File: src/rtl/note_sequencer.sv
// Record/playback controller: encodes live notes into the note buffer and replays them one per step tick.
// All outputs registered; a buffer read returns data the cycle after buf_rd.
module note_sequencer #(
  parameter int DEPTH = 64,
  parameter int AW    = 6
) (
  input  logic          clk,
  input  logic          rst,
  input  logic [6:0]    note_switches,
  input  logic          toggle_pb,
  input  logic          inc_octave,
  input  logic          dec_octave,
  input  logic          clr,
  input  logic          step_tick,
  output logic          buf_add,
  output logic [AW-1:0] buf_addr,
  output logic [5:0]    buf_wdata,
  output logic          buf_rd,
  input  logic [5:0]    buf_rdata,
  output logic [5:0]    note_out,
  output logic          pb_mode,
  output logic          rec_full,
  output logic [AW:0]   length
);

  typedef enum logic [1:0] {LIVE, PB_FETCH, PB_WAIT, PB_HOLD} state_t;

  localparam logic [AW:0] FULL = (AW+1)'(DEPTH);

  state_t        state_q;
  logic [2:0]    octave_q, octave_d;
  logic [AW:0]   count_q;
  logic [AW:0]   length_q;
  logic [AW-1:0] ptr_q;
  logic [5:0]    note_q, prev_live_q;
  logic          buf_add_q, buf_rd_q, pb_mode_q, rec_full_q;
  logic [AW-1:0] buf_addr_q;
  logic [5:0]    buf_wdata_q;
  logic [2:0]    tone;
  logic [5:0]    live_note;
  logic          rec_ok;

  always_comb begin
    tone = 3'd0;
    for (int i = 6; i >= 0; i--) begin
      if (note_switches[i]) tone = 3'(i + 1);
    end
  end

  always_comb begin
    octave_d = octave_q;
    if (inc_octave && !dec_octave && octave_q != 3'd7) octave_d = octave_q + 3'd1;
    if (dec_octave && !inc_octave && octave_q != 3'd0) octave_d = octave_q - 3'd1;
  end

  assign live_note = {octave_q, tone};
  // count_q runs one cycle ahead of length_q so back-to-back writes get distinct addresses
  assign rec_ok = (live_note != prev_live_q) && (tone != 3'd0) && (count_q != FULL);

  always_ff @(posedge clk or posedge rst) begin
    if (rst) begin
      state_q     <= LIVE;
      octave_q    <= 3'd4;
      count_q     <= '0;
      length_q    <= '0;
      ptr_q       <= '0;
      note_q      <= 6'h20;
      prev_live_q <= 6'h20;
      buf_add_q   <= 1'b0;
      buf_rd_q    <= 1'b0;
      buf_addr_q  <= '0;
      buf_wdata_q <= '0;
      pb_mode_q   <= 1'b0;
      rec_full_q  <= 1'b0;
    end else begin
      buf_add_q   <= 1'b0;
      buf_rd_q    <= 1'b0;
      prev_live_q <= live_note;
      octave_q    <= octave_d;
      length_q    <= count_q;
      rec_full_q  <= (count_q == FULL);
      if (clr) begin
        state_q    <= LIVE;
        pb_mode_q  <= 1'b0;
        count_q    <= '0;
        length_q   <= '0;
        rec_full_q <= 1'b0;
        ptr_q      <= '0;
        if (state_q == LIVE) note_q <= live_note;
      end else begin
        case (state_q)
          LIVE: begin
            note_q <= live_note;
            if (toggle_pb && count_q != '0) begin
              ptr_q      <= '0;
              buf_rd_q   <= 1'b1;
              buf_addr_q <= '0;
              pb_mode_q  <= 1'b1;
              state_q    <= PB_FETCH;
            end else if (rec_ok) begin
              buf_add_q   <= 1'b1;
              buf_addr_q  <= count_q[AW-1:0];
              buf_wdata_q <= live_note;
              count_q     <= count_q + 1'b1;
            end
          end
          PB_FETCH: begin
            if (toggle_pb) begin
              state_q   <= LIVE;
              pb_mode_q <= 1'b0;
            end else begin
              state_q <= PB_WAIT;
            end
          end
          PB_WAIT: begin
            if (toggle_pb) begin
              state_q   <= LIVE;
              pb_mode_q <= 1'b0;
            end else begin
              note_q  <= buf_rdata;
              state_q <= PB_HOLD;
            end
          end
          PB_HOLD: begin
            if (toggle_pb || (step_tick && {1'b0, ptr_q} == count_q - 1'b1)) begin
              state_q   <= LIVE;
              pb_mode_q <= 1'b0;
            end else if (step_tick) begin
              ptr_q      <= ptr_q + 1'b1;
              buf_rd_q   <= 1'b1;
              buf_addr_q <= ptr_q + 1'b1;
              state_q    <= PB_FETCH;
            end
          end
          default: state_q <= LIVE;
        endcase
      end
    end
  end

  assign buf_add   = buf_add_q;
  assign buf_addr  = buf_addr_q;
  assign buf_wdata = buf_wdata_q;
  assign buf_rd    = buf_rd_q;
  assign note_out  = note_q;
  assign pb_mode   = pb_mode_q;
  assign rec_full  = rec_full_q;
  assign length    = length_q;

endmodule
File: config.mk
export PLATFORM = sky130hd
export DESIGN_NAME = note_sequencer
export DESIGN_NICKNAME = d
export VERILOG_FILES = /design/src/rtl/note_sequencer.sv
export SDC_FILE = /design/constraint.sdc
export NUM_CORES = 1
export LEC_CHECK = 0
export BUFFER_PORTS_ARGS = -buffer_cell sky130_fd_sc_hd__buf_2
export CAP_MARGIN = 0
export CELL_PAD_IN_SITES_DETAIL_PLACEMENT = 1
export CELL_PAD_IN_SITES_GLOBAL_PLACEMENT = 1
export CORE_AREA = 2 2 80 89
export DETAILED_ROUTE_END_ITERATION = 7
export DIE_AREA = 0 0 82 91
export GPL_TIMING_DRIVEN = 0
export PLACE_DENSITY = 0.85
export SLEW_MARGIN = 15
export SYNTH_ARGS = -nofsm -noshare
export SYNTH_HDL_FRONTEND = slang
export SYNTH_SLANG_ARGS = --single-unit
File: constraint.sdc
create_clock -name clk -period 7.1 [get_ports clk]
set_clock_uncertainty 0.1 [all_clocks]
set_input_delay 1.065 -clock clk [delete_from_list [all_inputs] [get_ports clk]]
set_output_delay 1.065 -clock clk [all_outputs]
set_load 0.01 [all_outputs]
==> Word-level counts from Yosys, hierarchy flattened <==
Cells that the tools add are included.
{ "op_classes": {"add_sub_neg": 5, "n_eq_ne": 20, "n_reduce_logical": 29, "n_bitwise": 2, "n_mux": 48} }
{ "ops": {"columns": ["cell", "count"], "rows": [
  ["6-bit two-way mux", 9],
  ["6-bit case mux with 2 select lines", 3],
  ["7-bit two-way mux", 5],
  ["3-bit two-way mux", 9],
  ["3-bit != test (second input constant)", 5],
  ["1-bit two-way mux", 13],
  ["2-bit two-way mux", 6],
  ["2-bit nonzero test", 5],
  ["3-bit AND reduction", 3],
  ["3-bit nonzero test", 3],
  ["1-bit logical AND", 8],
  ["2-bit case mux with 4 select lines", 1],
  ["4-bit AND reduction", 2],
  ["7-bit by 1-bit adder with 7-bit output (second input constant)", 1],
  ["6-bit by 7-bit == test with 1-bit output", 1],
  ["7-bit == test (second input constant)", 1],
  ["7-bit != test (second input constant)", 1],
  ["7-bit nonzero test", 1],
  ["7-bit by 1-bit subtractor with 7-bit output (second input constant)", 1],
  ["6-bit by 1-bit adder with 6-bit output (second input constant)", 1],
  ["2-bit != test (second input constant)", 3],
  ["3-bit by 2-bit != test with 1-bit output (second input constant)", 2],
  ["6-bit != test", 1],
  ["5-bit AND reduction", 1],
  ["other kinds (15)", 18]
]} }
{ "totals": {"output_inout_bits": 29, "ff_bits": 53, "wordCells": 117, "in_bits": 20} }

==> Longest topological paths before layout <==
Gate-level depths: netlist of the first run.
{ "depth": {"depth_word": 14, "mapped_depth": 10, "mapped_depth_nobuf": 9} }

==> Least setup slack after synthesis of the first run <==
OpenSTA, ideal clock, no wires.
{ "synth_timing": {"path_type": "input -> register", "startpoint": "input port note_switches[3]", "endpoint": "register buf_wdata_q[0], in the netlist buf_wdata[0]", "stages": 6, "t_arrival_ps": 2736, "path_buffers": 1, "setup_time_ps": 125, "path_slack_ps": 4139, "required_ps": 6875, "path_cell_list": "or3_1 > a211o_1 > a31oi_2 > nor2b_1 > buf_2 > mux2_2"} }
{ "synth_between": {"elab_chain_len": 8, "word_cells_on_any_way": 9, "classes_between": "eq/ne: 1; mux: 4; reduce/logical: 4"} }
{ "synth_lines": {"columns": ["element", "line_no", "rtl"], "rows": [
  ["from (decl)", "9", "input logic [6:0] note_switches,"],
  ["3-bit two-way mux * (4 in series)", "46", "if (note_switches[i]) tone = 3'(i + 1);"],
  ["6-bit != test or 3-bit nonzero test (tied branches)", "58", "assign rec_ok = (live_note != prev_live_q) && (tone != 3'd0) && (count_q != FULL);"],
  ["1-bit logical AND (2 in series)", "58", null],
  ["4-bit AND reduction (no source line)", null, null],
  ["to (signal assigned)", "103", "buf_wdata_q <= live_note;"],
  ["to (decl)", "38", "logic [5:0] buf_wdata_q;"]
]} }
Mark *: on every way between the ends. The rest lies on a longest branch, timed or not.
A chain may end at the register's enable or synchronous reset.

==> Final worst setup path of the first run <==
{ "layout_timing": {"startpoint": "input port note_switches[3]", "endpoint": "register buf_wdata_q[5], in the netlist buf_wdata[5]"} }
{ "layout_between": {"elab_chain_len": 8, "word_cells_on_any_way": 9, "classes_between": "eq/ne: 1; mux: 4; reduce/logical: 4"} }
{ "layout_lines": {"columns": ["element", "line_no"], "rows": [
  ["3-bit two-way mux * (4 in series)", "46"],
  ["6-bit != test or 3-bit nonzero test (tied branches)", "58"],
  ["1-bit logical AND * (2 in series)", "58"],
  ["4-bit AND reduction (no source line) *", null]
]} }
Marked as above.

==> flow_summary.toml, run 1 <==
[timing]
min_period_over_period = 0.435
grt_setup_unrepaired = "no"
setup_viol = 0
fin_ws_ps = 4010
hold_violations = 0
maxSlewHeadroom = 0.609
tightest_slew_ps = 584
finalCriticalPeriod_ps = 3090
tns_ps = 0
fmax_ghz = 0.324
slew_viol_final = 0

[setup_path]
reg2reg_depth = 10
cp-start-kind = "primary input"
r2r_slack_ps = 4040
crit_type = "in2reg"
cp_max_fo = 8
r2r_end = "buf_addr[5]$_DFFE_PP0P_"
cp.required_ps = 7200
r2r-start = "count_q[0]$_DFFE_PP0P_"
arrival_ps = 3190
end_kind = "flip-flop"

[drt]
vias = 2460
wire_per_inst_um = 16.7
dr.pass1.iters = 4
route.detailed.drc = 0
postRouteAntennaNets = 0
drt_wl_total_um = 7410
drt_iter0_markers = 148
via_per_inst = 5.55

[logic_synthesis]
syn_nets = 335
synth-edff-count = 0
synth.cell_area_mm2 = 0.00293
synthCells = 306
synth-simple-area-share = 0.198
synth_fa_ha_area_frac = 0.0410
yosysWarnings = 0
synth_compound_area_frac = 0.143
synth_top_family_by_area = "simple AND/OR/NAND/NOR gates"
yosysUniqueCellTypes = 47
avgSynthCellArea_um2 = 9.57
synth_xor_area_frac = 0.0598
yosys_most_used_dff = "dfrtp_1"
synth.area.mux_share = 0.0607
synth-seq-cells = 53
synthArstFlopShare = 1.00
yosysSeqAreaShare = 0.454

[min_path]
min_path_cells = 0
hold_class = "reg2reg"
hold_path.startpoint = "octave_q[2]$_DFFE_PP1P_"
worstHoldEndpoint = "prev_live_q[5]$_DFF_PP1_"

[final_layout]
fillers = 773
drive_above_1_share = 0.235
layout_commonest_cell = "dfrtp_1"
finalNetCount = 389
synthToLayoutAreaGrowth_pct = 14.9
final_core_util = 0.516
layout_common_cells = "dfrtp_1, buf_2, nor2_1"
diodes = 0

[global_routing]
grt_pass1_wl_um = 13000
antenna_found_initial = 0
grtUsageTotal = 0.224
grt_max_degree = 32
grt_pass1_vias = 2674
gr-total-overflow = 0

[floorplan]
initial_core_util = 0.450
fp.dieH_um = 91
die_x_um = 82
core.rowCount = 31
core_mm2 = 0.00652
io_pins = 49
fp.dieArea_mm2 = 0.00746

[placed_design]
hpwl_um = 5630
gp_congestion = 0.794
pre_cts_ws_ps = 3690
portBuffers = 46

[clocking]
tritoncts = "built"
htree_num_levels = 2
cts_buffers = 5
clk_latency_ps = 310
cts_setup_buffers = 0
cts_hold_buf = 0
clk_path_buf_depth = 2
root_buffer = "clkbuf_8"
clock_sinks = 53
clkTransAtPathRegs_ps = 90
post_cts_resized = 0

[pwr]
leakagePower_nw = 1.58
pwr_density_cell_mw_per_mm2 = 319
peakVddDrop_v = 0.000166

[status]
status = "finished clean"

[flow_run]
drv_cap = 0
area by class of cell:
cell class	instances	area, um^2	area share
Inverter	14	52.6	0.0156
Sequential cell	53	1330	0.395
Clock inverter	2	10.0	0.00298
Multi-Input combinational cell	222	1470	0.437
Timing Repair Buffer	47	250	0.0744
Clock buffer	6	72.6	0.0216
Tap cell	82	103	0.0305
Buffer	17	75.1	0.0223
routing by layer:
metal | track usage | wire [um]
met3 | 0.0308 | 158
met5 | 0 | 0
met4 | 0.0806 | 145
met2 | 0.381 | 3910
met1 | 0.284 | 3200
registers in the layout (all words and copies together) (netlist names):
signal,count
buf_wdata,6
count_q,7
rec_full,1
state_q,2
prev_live_q,6
octave_q,3
note_out,6
buf_addr,6
buf_add,1
length,7
ptr_q,6
pb_mode,1
buf_rd,1
Yosys cell counts (3+ instances only):
cell type	count	area, um^2
nand3b_1	4	30.0
dfrtp_1	50	1250
mux2_2	14	158
o22ai_1	8	50.1
o211ai_1	5	37.5
nor2b_1	9	56.3
or3_1	3	18.8
clkbuf_1	11	41.3
nor3_1	6	30.0
nor2_1	41	154
o21ai_0	13	65.1
inv_1	14	52.6
buf_2	3	15.0
ha_1	8	100
nand4_1	5	31.3
nand3_1	9	45.0
a21oi_1	8	40.0
xnor2_1	13	114
xor2_1	7	61.3
nand2b_1	6	37.5
dfstp_2	3	78.8
and3_1	3	18.8
o41ai_1	6	52.6
nand2_1	25	93.8
worst max path at each step:
| stage | slack [ps] | endpoint | start |
|---|---|---|---|
| 2_1_floorplan | 4140 | buf_wdata[0]$_DFFE_PP0P_ | note_switches[3] |
| 3_3_place_gp | 3760 | buf_wdata[5]$_DFFE_PP0P_ | note_switches[3] |
| 3_5_place_dp | 3690 | buf_wdata[5]$_DFFE_PP0P_ | note_switches[3] |
| 4_1_cts | 4020 | buf_wdata[5]$_DFFE_PP0P_ | note_switches[3] |
| 5_1_grt | 3860 | buf_wdata[5]$_DFFE_PP0P_ | note_switches[3] |
| 6_report | 4010 | buf_wdata[5]$_DFFE_PP0P_ | note_switches[3] |
power breakdown:
part	leakage (nW)	switching (mW)	internal [mW]
Sequential	0.690	0.0387	0.378
Combinational	0.843	0.289	0.200
Clock	0.0450	0.0979	0.0686
Total	1.58	0.425	0.647
per-stage QoR:
stage / instance area [um^2] / hold WS, ps / power, mW / instances
floorplan: 2930 / 252 / 0.761 / 306
global placement: 3260 / 254 / 0.880 / 434
detailed placement: 3280 / 259 / 0.913 / 435
CTS: 3360 / 272 / 1.08 / 443
global route: 3360 / 284 / 1.15 / 443
finish: 3360 / 271 / 1.07 / 443
kinds of logic (layout without fill, tap and decap cells):
logic type	Yosys count	count (layout)
AND/OR/NAND/NOR	119	119
AO/OA/AOI/OAI	58	58
flip-flops	53	53
buffers and inverters	31	86
XOR/XNOR	20	20
multiplexers	16	16
adder cells (fa/ha/maj)	9	9
worst max-delay path: stages:
cell and delay, ps:
buf_2 130, or3_1 390, a211o_1 310, a31oi_2 530
nor2b_1 190, buf_2 210, mux2_2 350
(Power assumes the default switching activity.)
==> run 2: changes to the inputs <==
Settings changed: CORE_AREA 2 2 80 89 to 2 2 82 92, DIE_AREA 0 0 82 91 to 0 0 84 94, PLACE_DENSITY 0.85 to 0.81.
Clock period 7.1 ns to 3.2 ns, I/O delays scaled along.
==> run 2 against run 1 <==
  * Combinational power rose by 120%
  * Sequential share of layout area down 0.22 points
  * Sequential power increased by 120%
  * Highest routed layer unchanged
  * Register-to-register slack worse by 3800 ps
  * Critical endpoint is now buf_addr[0]$_DFFE_PP0P_
  * Clock power rose to 2.5 times the previous value
  * Cell count increased by 0.68%
  * Critical path type is now reg2reg
==> flow_summary.toml, run 2 (same netlist as run 1, synthesis figures left out) <==
[setup_path]
crit_chain = "buf_2 > inv_1 > ha_1 > xor2_1 > nand3_1 > nor2_1 > a41oi_2 > nand2_2 > a2111oi_4 > mux2_2"
crit_type = "reg2reg"
slowest_stage = "a2111oi_4"
cp.required_ps = 3310
cpLargestDelayFamily = "compound AO/OA/AOI/OAI gates"
arrival_ps = 3100
crit_buf_inv = 2
end_kind = "flip-flop"
cp-start-kind = "flip-flop"
critPathMaxStageDelay_ps = 580
cp_max_fo = 7

[clocking]
clk_latency_ps = 320
htree_num_levels = 2
clock_sinks = 53
cts_setup_buffers = 0
cts_buffers = 5
post_cts_resized = 0
clk_path_buf_depth = 2
tritoncts = "built"
cts_hold_buf = 0
root_buffer = "clkbuf_8"
clkTransAtPathRegs_ps = 100

[floorplan]
fp.dieArea_mm2 = 0.00790
initial_core_util = 0.423
core.rowCount = 32
io_pins = 49
fp.dieH_um = 94
core_mm2 = 0.00693
die_x_um = 84

[pwr]
peakVddDrop_v = 0.000378
pwr_density_cell_mw_per_mm2 = 715
leakagePower_nw = 1.58

[drt]
drt_iter0_markers = 87
route.detailed.drc = 0
drt_wl_total_um = 7240
dr.pass1.iters = 4
postRouteAntennaNets = 0
wire_per_inst_um = 16.2
via_per_inst = 5.51
vias = 2459

[final_layout]
drive_above_1_share = 0.238
layout_commonest_cell = "dfrtp_1"
finalNetCount = 389
diodes = 0
layout_common_cells = "dfrtp_1, buf_2, nor2_1"
synthToLayoutAreaGrowth_pct = 15.5
fin_cells = 446
fillers = 828

[timing]
fin_ws_ps = 211
tns_ps = 0
maxSlewHeadroom = 0.601
grt_setup_unrepaired = "no"
slew_viol_final = 0
min_period_over_period = 0.934
fmax_ghz = 0.335
tightest_slew_ps = 598
hold_violations = 0
setup_viol = 0
finalCriticalPeriod_ps = 2990

[global_routing]
grt_max_degree = 33
grtUsageTotal = 0.205
gr-total-overflow = 0
grt_pass1_wl_um = 12900
grt_pass1_vias = 2598
antenna_found_initial = 0

[placed_design]
placed_cells = 438
hpwl_um = 5530
gp_congestion = 0.864
pre_cts_ws_ps = 232
portBuffers = 46

[status]
status = "finished clean"

[flow_run]
drv_cap = 0

[min_path]
hold_class = "in2async"
-- run 2: layout make-up --
type | instances | area (um^2) | area share
Tap cell | 85 | 106 | 0.0314
Buffer | 17 | 75.1 | 0.0222
Timing Repair Buffer | 47 | 250 | 0.0740
Sequential cell | 53 | 1330 | 0.393
Multi-Input combinational cell | 222 | 1470 | 0.435
Inverter | 14 | 52.6 | 0.0155
Clock buffer | 5 | 68.8 | 0.0203
Clock inverter | 3 | 28.8 | 0.00851
-- run 2: report_power, final --
part | total, mW | switching [mW] | internal [mW]
Clock | 0.417 | 0.253 | 0.164
Sequential | 0.922 | 0.0838 | 0.838
Combinational | 1.08 | 0.634 | 0.445
-- run 2: metrics by stage --
stage / util / total power, mW / area (um^2) / hold slack [ps]
floorplan: - / 1.69 / 2930 / 252
CTS: 0.488 / 2.44 / 3380 / 88.9
global placement: 0.471 / 1.96 / 3270 / 255
global route: 0.488 / 2.61 / 3380 / 112
finish: 0.488 / 2.42 / 3380 / 80.0
detailed placement: 0.474 / 2.02 / 3290 / 258
-- run 2: worst reg2reg max path, stage by stage (launching register included) --
cell	delay (ps)
dfrtp_1	360
buf_2	200
inv_1	110
ha_1	340
xor2_1	150
nand3_1	80
nor2_1	50
a41oi_2	380
nand2_2	130
a2111oi_4	580
mux2_2	410
-- run 2: path summary, 6_finish.rpt --
path,to,startpoint,depth (start not counted),slack (ps)
worst max-delay path,buf_addr[0]$_DFFE_PP0P_,count_q[0]$_DFFE_PP0P_,10,210
worst min-delay path,buf_addr[5]$_DFFE_PP0P_,rst,2,80
worst max register to register,buf_addr[0]$_DFFE_PP0P_,count_q[0]$_DFFE_PP0P_,10,210
worst min register to register,prev_live_q[5]$_DFF_PP1_,octave_q[2]$_DFFE_PP1P_,0,270
max in group asynchronous,note_out[5]$_DFFE_PP1P_,rst,3,2320
min in group clk,prev_live_q[5]$_DFF_PP1_,octave_q[2]$_DFFE_PP1P_,0,270
-- run 2: metal layers --
| layer | global-route usage | wire length [um] |
|---|---|---|
| met4 | 0.0618 | 123 |
| met1 | 0.266 | 3140 |
| met2 | 0.356 | 3790 |
| met3 | 0.0281 | 188 |
| met5 | 0 | 0 |
